File: config.mk
export PLATFORM = sky130hd
export DESIGN_NAME = serial_subtractor
export DESIGN_NICKNAME = d
export VERILOG_FILES = /design/src/rtl/serial_subtractor.sv
export SDC_FILE = /design/constraint.sdc
export NUM_CORES = 1
export LEC_CHECK = 0
export CELL_PAD_IN_SITES_DETAIL_PLACEMENT = 1
export CELL_PAD_IN_SITES_GLOBAL_PLACEMENT = 1
export CORE_UTILIZATION = 37
export CTS_CLUSTER_DIAMETER = 60
export DETAILED_ROUTE_END_ITERATION = 8
export GPL_TIMING_DRIVEN = 0
export PLACE_DENSITY = 0.75
export SKIP_LAST_GASP = 1
export SYNTH_ARGS = -nofsm -noshare
export SYNTH_HDL_FRONTEND = slang
export SYNTH_SLANG_ARGS = --single-unit
File: constraint.sdc
create_clock -name Clk -period 1.48 [get_ports Clk]
set_input_delay 0.296 -clock Clk [delete_from_list [all_inputs] [get_ports Clk]]
set_output_delay 0.296 -clock Clk [all_outputs]
set_load 0.01 [all_outputs]
File: src/rtl/serial_subtractor.sv
// -----------------------------------------------------------------------------
// serial_subtractor
//   Bit-serial, LSB-first subtractor: Diff = A - B - Bin (mod 2^WIDTH).
//   One full-subtractor cell is reused for every bit. The borrow between bits
//   is held in a flop. A Start/Busy/Done handshake runs one operation at a time.
//
// Ports
//   Clk    in   system clock, rising-edge
//   Rst    in   asynchronous, active-high reset
//   Start  in   request pulse, only sampled while idle
//   A      in   [WIDTH] minuend, captured when Start is accepted
//   B      in   [WIDTH] subtrahend, captured when Start is accepted
//   Bin    in   borrow-in, captured when Start is accepted
//   Busy   out  high through the SHIFT and DONE states
//   Done   out  one-cycle pulse; Diff/Bout are updated in this cycle
//   Diff   out  [WIDTH] registered difference, holds the last result
//   Bout   out  registered borrow-out of the MSB, holds the last result
// -----------------------------------------------------------------------------

// Single-bit full subtractor: d = a - b - bin, bout = borrow out.
module full_subtractor (
    input  logic a,
    input  logic b,
    input  logic bin,
    output logic d,
    output logic bout
);
    assign d    = a ^ b ^ bin;
    assign bout = (~a & b) | (~(a ^ b) & bin);
endmodule

module serial_subtractor #(
    parameter int WIDTH = 8
) (
    input  logic             Clk,
    input  logic             Rst,
    input  logic             Start,
    input  logic [WIDTH-1:0] A,
    input  logic [WIDTH-1:0] B,
    input  logic             Bin,
    output logic             Busy,
    output logic             Done,
    output logic [WIDTH-1:0] Diff,
    output logic             Bout
);
    // One extra counter bit so the count never wraps inside an operation.
    localparam int            CW   = $clog2(WIDTH) + 1;
    localparam logic [CW-1:0] LAST = CW'(WIDTH - 1);

    typedef enum logic [1:0] {
        IDLE  = 2'd0,
        SHIFT = 2'd1,
        DONE  = 2'd2
    } state_t;

    state_t           state;
    logic [WIDTH-1:0] a_sh;
    logic [WIDTH-1:0] b_sh;
    logic [WIDTH-1:0] res_sh;
    logic [WIDTH-1:0] res_next;
    logic             borrow;
    logic             d;
    logic             borrow_next;
    logic [CW-1:0]    cnt;

    full_subtractor u_cell (
        .a    (a_sh[0]),
        .b    (b_sh[0]),
        .bin  (borrow),
        .d    (d),
        .bout (borrow_next)
    );

    // Result bits enter from the MSB side. After WIDTH shifts the first
    // (LSB) difference bit has reached position 0.
    generate
        if (WIDTH == 1) begin : g_res_w1
            assign res_next = d;
        end else begin : g_res_wn
            assign res_next = {d, res_sh[WIDTH-1:1]};
        end
    endgenerate

    always_ff @(posedge Clk or posedge Rst) begin
        if (Rst) begin
            state  <= IDLE;
            a_sh   <= '0;
            b_sh   <= '0;
            res_sh <= '0;
            borrow <= 1'b0;
            cnt    <= '0;
            Busy   <= 1'b0;
            Done   <= 1'b0;
            Diff   <= '0;
            Bout   <= 1'b0;
        end else begin
            case (state)
                IDLE: begin
                    if (Start) begin
                        a_sh   <= A;
                        b_sh   <= B;
                        borrow <= Bin;
                        res_sh <= '0;
                        cnt    <= '0;
                        Busy   <= 1'b1;
                        state  <= SHIFT;
                    end
                end
                SHIFT: begin
                    a_sh   <= a_sh >> 1;
                    b_sh   <= b_sh >> 1;
                    borrow <= borrow_next;
                    res_sh <= res_next;
                    cnt    <= cnt + 1'b1;
                    if (cnt == LAST) begin
                        // Final bit: publish the result on the DONE-entry edge.
                        Diff  <= res_next;
                        Bout  <= borrow_next;
                        Done  <= 1'b1;
                        state <= DONE;
                    end
                end
                DONE: begin
                    // Start is ignored here; the next one is taken from IDLE.
                    Done  <= 1'b0;
                    Busy  <= 1'b0;
                    state <= IDLE;
                end
                default: begin
                    Done  <= 1'b0;
                    Busy  <= 1'b0;
                    state <= IDLE;
                end
            endcase
        end
    end
endmodule

==> out/qor.yml <==
area_growth_pct: 33.38
drtIter0Drc: 47
timing.final.max_slew_violations: 0
path_class: "reg2reg"
tightest_slew_ns: 0.8541
pin_count: 31
post_drt_wl_per_cell_um: 16.48
cts_buffers: 5
clockRootBuffer: "clkbuf_8"
fin_nets: 229
p_leak_uw: 0.001142
die_area_um2: 5198
clkSinkCount: 41
cts_max_path_buffers: 2
hold_violations: 0
ys_types: 27
rows: 25
fin_skew_ns: 0.008332
finalCritPeriodShare_pct: 97.68
core-area_um2: 4723
dp_hpwl_um: 2985
dieWidth_um: 72.10
status: "finished, final reports clean"
cp-start-kind: "flip-flop"
syn_area_per_cell_um2: 11.43
grt_pass1_wl_um: 7155
wl_um: 4533
arrival_ns: 1.62
setup_viol_count_final: 0
cts_tree: "done"
grt_start_max_net_pins: 42
drc: 0
grt_remaining_overflow: 0
cts_htree_levels: 2
synthesis.area_um2: 1818
power.density_nw_per_um2: 2048
viasPerCell: 5.131
post-route-util_pct: 51.34
holdBufCountCts: 0
ys_seq_elements: 41
clk_pin_slew_ns: 0.08
drive_above_1_share_pct: 21.15
holdCritPathClass: "in2async"
min_period_ns: 1.446
clock.fmax_mhz: 691.7
synth_nets: 181
vdd.ir_drop.worst_mv: 0.8339
antenna_cells: 0
gp_congestion: 0.7263
synthTopCellsByArea: "dfrtp_1 (56%), mux2_4 (5.8%), o21ai_0 (5.0%), and3b_1 (4.8%), a22o_1 (4.3%)"
critPathMaxFanout: 5
first_global_vias: 1499
antenna_found_initial: 0
max_slew_margin_pct: 42.98
fin_tns_setup_ns: 0
synth_warnings: 0
yosysSeqAreaShare_pct: 56.43
die_y_um: 72.10
synth_cells: 159
io_buffers: 30
start_util_pct: 38.49
synthDominantCellAreaShare_pct: 56.43
clkLatencyLatePin_ns: 0.29
netlist.top_cell.by_area: "dfrtp_1"
drtAntennaViolNets: 0
grtUsageTotal_pct: 18.06
critPathCaptureType: "flip-flop"
max_cap_viol_count: 0
required_ns: 1.65
vias: 1411
drt-pass1-iter-count: 4
[critical path, cell delays in order (launching register included)]
cell	delay [ns]
dfrtp_1	0.37
ha_2	0.20
nand2_2	0.08
nor3_4	0.20
buf_6	0.18
mux2_4	0.30
[through the flow]
step	instance area, um^2	setup slack [ns]	total power (uW)	std cells	hold WS (ns)
4_1_cts	2350	0.001336	4835	269	0.4886
2_1_floorplan	1818	0.08415	3160	159	0.4498
6_report	2425	0.03427	4967	275	0.4852
3_3_place_gp	2202	-0.6057	3769	256	0.4649
5_1_grt	2425	-0.02335	5278	275	0.5270
3_5_place_dp	2202	-0.3989	3911	256	0.4719
[final cells by class]
cell class | count | area [um^2]
flip-flops and latches | 41 | 1027
inverters | 5 | 18.77
clock inverters | 1 | 30.03
clock buffers | 7 | 86.33
fillers | 510 | 2298
well taps | 67 | 83.83
repair buffers | 42 | 380.4
multi-input cells | 103 | 743.2
plain buffers | 9 | 55.05
[Yosys cell counts, drive strengths merged]
cell	number
nor2b	5
clkbuf	7
a21o	1
nand3	1
ha	1
o21bai	1
a22oi	5
and3b	10
nor3	1
dfrtp	41
a22o	9
nand2b	1
and2	1
nand2	18
fa	1
inv	5
mux2	9
nor2	4
a21oi	13
a2bb2oi	2
o31ai	1
o21ai	18
buf	3
mux2i	1
[registers in the layout, summed over array words and instances (netlist names)]
name and count:
Done 1, Bout 1, res_sh 7, Busy 1, borrow 1, cnt 4
Diff 8, state 2, b_sh 8, a_sh 8
[logic make-up after synthesis]
family	share of synthesized area (%)
multiplexers	7.570
adder cells (fa/ha/maj)	1.789
AO/OA/AOI/OAI	17.34
AND/OR/NAND/NOR	13.08
buffers and inverters	3.785
flip-flops	56.43
[layer usage]
layer  part of all wire [%]  wire length [um]  global-route usage [%]
met1                     41              1859                   22.42
met2                     53              2418                   31.36
met3                    4.2               190                   4.583
met4                    1.4                65                   4.575
met5                      0                 0                       0
[where the power goes]
part           internal [uW]  leakage, uW  switching (uW)
combinational           1090     0.000559             981
sequential              1610     0.000524             356
clock                    550    0.0000585             382
total                   3250      0.00114            1720
[repair_timing]
item	4_1_cts	5_1_grt
setup buffers	4	7
setup endpoints to repair	31	30
resized for setup	16	14
hold endpoints to repair	0	0
gates cloned	1	0
pin swaps	1	1
[layout by cell type (no fill, tap or decap), types with 2 or more instances in the layout]
master / n
clkbuf_2: 3
a22oi_1: 5
buf_6: 2
nor2_1: 4
buf_2: 2
inv_1: 4
clkbuf_1: 2
mux2_2: 2
a22o_1: 9
and3b_1: 10
o21ai_0: 18
a2bb2oi_1: 2
a21oi_1: 13
mux2_4: 7
clkdlybuf4s50_1: 19
nor2b_1: 4
clkbuf_8: 6
buf_4: 12
dfrtp_1: 40
dlygate4sd2_1: 11
nand2_1: 17
[worst paths after layout]
kind	startpoint	to	slack [ns]	depth (start not counted)
max	cnt[1]	Diff[4]	0.03	5
min	Rst	res_sh[6]	0.49	2
max reg2reg	cnt[1]	Diff[4]	0.03	5
min reg2reg	b_sh[0]	b_sh[0]	0.49	2
max in group asynchronous	Rst	state[0]	0.39	2
min in group Clk	b_sh[0]	b_sh[0]	0.49	2
Note: power is estimated with default switching activity, not from simulation.
==> RTL edit 1 (same settings) <==
The parameter `WIDTH` goes from 8 to 4.
--- a/src/rtl/serial_subtractor.sv
+++ b/src/rtl/serial_subtractor.sv
@@ -30,7 +30,7 @@
 endmodule
 
 module serial_subtractor #(
-    parameter int WIDTH = 8
+    parameter int WIDTH = 4
 ) (
     input  logic             Clk,
     input  logic             Rst,
Interface: changed (resized A, B and Diff); port bits go from 31 to 19. The function was not compared with the original's and may differ.
==> RTL edit 1 against the unedited design <==
- synthesized area shrank 40%
- global-route usage decreased by 3.3 points
- combinational power fell by 37%
- power decreased by 45%
- sequential power fell by 44%
- via count decreased by 47%
- hold slack got worse by 0.012 ns
- setup slack better by 0.0058 ns
- first-iteration DRC count decreased by 81%
- die area fell by 39%
- sequential cell count is 17 lower
- design area down 45%
- wire length shrank 54%
- critical path type unchanged
- largest cell class unchanged
==> RTL edit 1: results (changes against the unedited design) <==
| Metric | Value |
|---|---|
| Multi-input gates | 44 (-57%) |
| GR Util met1 | 21.4% (-1.0 points) |
| Vias | 752 (-47%) |
| Iter 0 DRT Violations | 9 (-81%) |
| Largest regs | Diff (4), a_sh (4), b_sh (4) |
| FILL cells | 297 (-42%) |
| Sequential share of cell area | 44.7% (+2.3 points) |
| GRT Total Usage | 14.8% (-3.3 points) |
| Wire length on met3 | 43 µm (-77%) |
| Mapped Nets | 102 (-44%) |
| Sequential-to-total area share from yosys stat | 54.7% (-1.8 points) |
| Combinational power | 1300 µW (-37%) |
| Multi-input combinational area share | 30.0% (-0.60 points) |
| TritonCTS Sinks | 24 (-41%) |
| Met3 Use GR | 3.00% (-1.6 points) |
| Adder-cell share of the synthesized area | 4.10% (+2.3 points) |
| Layout cells sized above 1 | 15.6% (-5.6 points) |
| Vias per cell | 5.37 (+4.7%) |
| Design Area, Final | 1350 µm² (-45%) |
| First-pass GRT wire length | 3.66 mm (-49%) |
| Non-clock buffers, area share | 16.1% (-1.9 points) |
| Maximum fanout along the worst path | 6 (+1) |
| Gpl congestion | 0.682 (-6.0%) |
| CP peak stage delay | 0.41 ns (+0.04 ns) |
| M2 GR Usage | 23.0% (-8.3 points) |
| CP delay by family, top | adder cells |
| Slew Limit Headroom | 39.2% (-3.8 points) |
| Wl on met1 | 1.06 mm (-43%) |
| Clock buf/inv share | 2.70% (-2.1 points) |
| Seq pwr share | 40.2% (+0.7 points) |
| Status | completed |
[RTL edit 1: cell count changes in the layout (fill, tap and decap cells not counted), moves of 6 or more]
cell             delta
clkdlybuf4s50_1     -8
nor4b_1             +7
dfrtp_1            -16
a21oi_1            -10
and3b_1            -10
mux2_4              -7
nor3b_1             +6
o21ai_0            -18
buf_4              -11
inv_1               +9
nand2_1            -17
[RTL edit 1: through the flow]
| stage | setup slack [ns] | total power [µW] | hold WS (ns) | setup TNS (ns) |
|---|---|---|---|---|
| 2_1_floorplan | 0.136 | 2040 | 0.311 | 0 |
| 3_3_place_gp | -0.137 | 2440 | 0.485 | -1.13 |
| 3_5_place_dp | -0.164 | 2510 | 0.486 | -1.55 |
| 4_1_cts | 0.0302 | 2780 | 0.495 | 0 |
| 5_1_grt | 0.00753 | 2950 | 0.529 | 0 |
| 6_report | 0.0401 | 2740 | 0.474 | 0 |
[RTL edit 1: timing repair]
item	CTS	global route
hold buffers	0	0
setup endpoints to repair	7	0
resized for setup	7	0
==> RTL edit 2 (same settings) <==
Made on the original files. Register the inputs `Start`, `A`, `B` and `Bin` before use, with the module's reset. The logic sees them one clock later.
--- a/src/rtl/serial_subtractor.sv
+++ b/src/rtl/serial_subtractor.sv
@@ -53,6 +53,25 @@
         DONE  = 2'd2
     } state_t;
 
+    logic Start_q;
+    logic [WIDTH-1:0] A_q;
+    logic [WIDTH-1:0] B_q;
+    logic Bin_q;
+
+    always_ff @(posedge Clk or posedge Rst) begin
+        if (Rst) begin
+            Start_q <= '0;
+            A_q     <= '0;
+            B_q     <= '0;
+            Bin_q   <= '0;
+        end else begin
+            Start_q <= Start;
+            A_q     <= A;
+            B_q     <= B;
+            Bin_q   <= Bin;
+        end
+    end
+
     state_t           state;
     logic [WIDTH-1:0] a_sh;
     logic [WIDTH-1:0] b_sh;
@@ -96,10 +115,10 @@
         end else begin
             case (state)
                 IDLE: begin
-                    if (Start) begin
-                        a_sh   <= A;
-                        b_sh   <= B;
-                        borrow <= Bin;
+                    if (Start_q) begin
+                        a_sh   <= A_q;
+                        b_sh   <= B_q;
+                        borrow <= Bin_q;
                         res_sh <= '0;
                         cnt    <= '0;
                         Busy   <= 1'b1;
Check against the original RTL: not equivalent (Yosys sat finds a counterexample within 4 cycles, from zero or initial values and one cycle with Rst high).
==> RTL edit 2 against the unedited design <==
- design area up 18%
- setup slack worse by 0.020 ns
- synthesized area is 20% higher
- critical path depth unchanged
- sequential cell count up 18
- final cell count up 9.8%
- first-iteration DRC count is 26% lower
- combinational power is 14% lower
- non-clock buffer count fell by 6
- wire length fell by 2.3%
- power rose by 14%
- largest cell class unchanged
==> RTL edit 2: results (changes against the unedited design) <==
| Metric | Value |
|---|---|
| CP max stage cell | dfrtp_1 |
| Asr flop ratio synth | 100% (unchanged) |
| Port Buffers | 30 (unchanged) |
| Worst slack at placement | -0.226 ns (+0.173 ns) |
| CP delay by family, top | flip-flops |
| Slew Limit Headroom | 68.8% (+26 points) |
| Layout cells sized above 1 | 20.9% (-0.28 points) |
| CTS H-tree depth | 3 (+1) |
| Vias in the first global route | 1593 (+6.3%) |
| FILL cells | 595 (+17%) |
| Mapped Nets | 200 (+10%) |
| Maximum fanout along the worst path | 5 (unchanged) |
| Clock latency on the worst-skew pair | 0.34 ns (+0.05 ns) |
| Crit path time final | 1.47 ns (+0.0201 ns) |
| Clock-pin slew on the worst setup and hold paths | 0.06 ns (-0.02 ns) |
| Yosys cell types | 26 (-3.7%) |
| Leak Pwr | 0.00140 µW (+23%) |
| Status | completed |
| Clock skew | 0.00663 ns (-0.00171 ns) |
| Initial antenna violation count | 0 (unchanged) |
| Max Root-Sink Buffers | 2 (unchanged) |
| Clk root buf | clkbuf_8 |
| VDD IR-drop max | 887 µV (+6.4%) |
| Synth warn | 0 (unchanged) |
| Placed inst area | 2580 µm² (+17%) |
| Hold Crit Class | in -> async |
| Gpl congestion | 0.726 (about the same) |
| Sequential-to-total area share from yosys stat | 67.6% (+11 points) |
| Iter 0 DRT Violations | 35 (-26%) |
| Synth top area cells | dfrtp_1 68%, nand2_1 8.9%, a22oi_1 4.8%, mux2_2 4.1%, nand3_1 2.3% |
| Wire per inst | 14.7 µm (-11%) |
| CP peak stage delay | 0.39 ns (+0.02 ns) |
| Cts bufs inserted | 9 (+4) |
| Vias | 1472 (+4.3%) |
| Diodes inserted | 0 (unchanged) |
| Synth cell count leaders | 59 x dfrtp_1, 52 x nand2_1, 14 x a22oi_1 |
| Final HPWL DP | 2.75 mm (-7.9%) |
| First-pass GRT wire length | 7.61 mm (+6.4%) |
| DRT Pass-1 Iters | 4 (unchanged) |
| Post-layout nets | 248 (+8.3%) |
| Arrival @ worst endpoint | 1.69 ns (+0.07 ns) |
| Largest net degree at the start of global routing | 60 (+43%) |
| GRT Total Usage | 16.7% (-1.3 points) |
-- RTL edit 2: cell types whose count changed after synthesis, sizes merged, moves of 3 or more --
cell and change:
nor2 -4, nor2b -3, a22oi +9, and3b -10, nand2 +34, a22o -9
buf +3, a21oi -12, clkbuf -5, dfrtp +18, nand3 +9, o21ai -14
-- RTL edit 2: what timing repair did --
item | in CTS | in global routing
gates resized for setup | 18 | 8
setup buffers | 4 | 1
endpoints found under the setup margin | 22 | 18
pin swaps | 1 | 0
cloned | 1 | 0
-- RTL edit 2: per-stage QoR --
| stage | cells | utilization (%) |
|---|---|---|
| after global placement | 280 | 46.0 |
| after global routing | 302 | 51.2 |
| after CTS | 300 | 50.3 |
| final | 302 | 51.2 |
| after floorplan | 178 | - |
| after detailed placement | 280 | 46.0 |
-- RTL edit 2: kinds of logic after synthesis --
logic type	synth area share [%]
AND/OR/NAND/NOR	14.4
AO/OA/AOI/OAI	8.31
flip-flops	67.6
buffers and inverters	3.09
multiplexers	5.04
adder cells (fa/ha/maj)	1.49
-- RTL edit 2: worst paths after layout --
kind	startpoint	to	slack (ns)	depth (start not counted)
worst max-delay path	cnt[0]	Diff[4]	0.01	5
worst min-delay path	Rst	Busy	0.33	2
worst max register to register	cnt[0]	Diff[4]	0.01	5
worst min register to register	B_q[7]	b_sh[7]	0.44	2
max in group asynchronous	Rst	Diff[4]	0.62	3
min in group Clk	B[1]	B_q[1]	0.39	1
-- RTL edit 2: area by class of cell --
class	count	area, µm²	area share [%]
Buffer	8	51.3	1.79
Clock buffer	14	193	6.71
Clock inverter	1	5.00	0.174
Inverter	5	22.5	0.784
Multi-Input combinational cell	106	681	23.7
Sequential cell	59	1480	51.5
Tap cell	72	90.1	3.14
Timing Repair Buffer	37	352	12.2
-- RTL edit 2: per-layer routing --
layer | vias to the layer above | track usage [%] | share of wire [%]
met3 | 9 | 5.17 | 4.5
met5 | - | 0 | 0
met1 | 730 | 21.2 | 46
met2 | 39 | 26.3 | 48
li1 | 694 | - | -
met4 | 0 | 7.64 | 2.1
-- RTL edit 2: report_power, final --
group          internal (µW)  leakage, µW  switching (µW)
registers               2110     0.000729             350
logic                    860     0.000566             909
clock network            824     0.000105             598
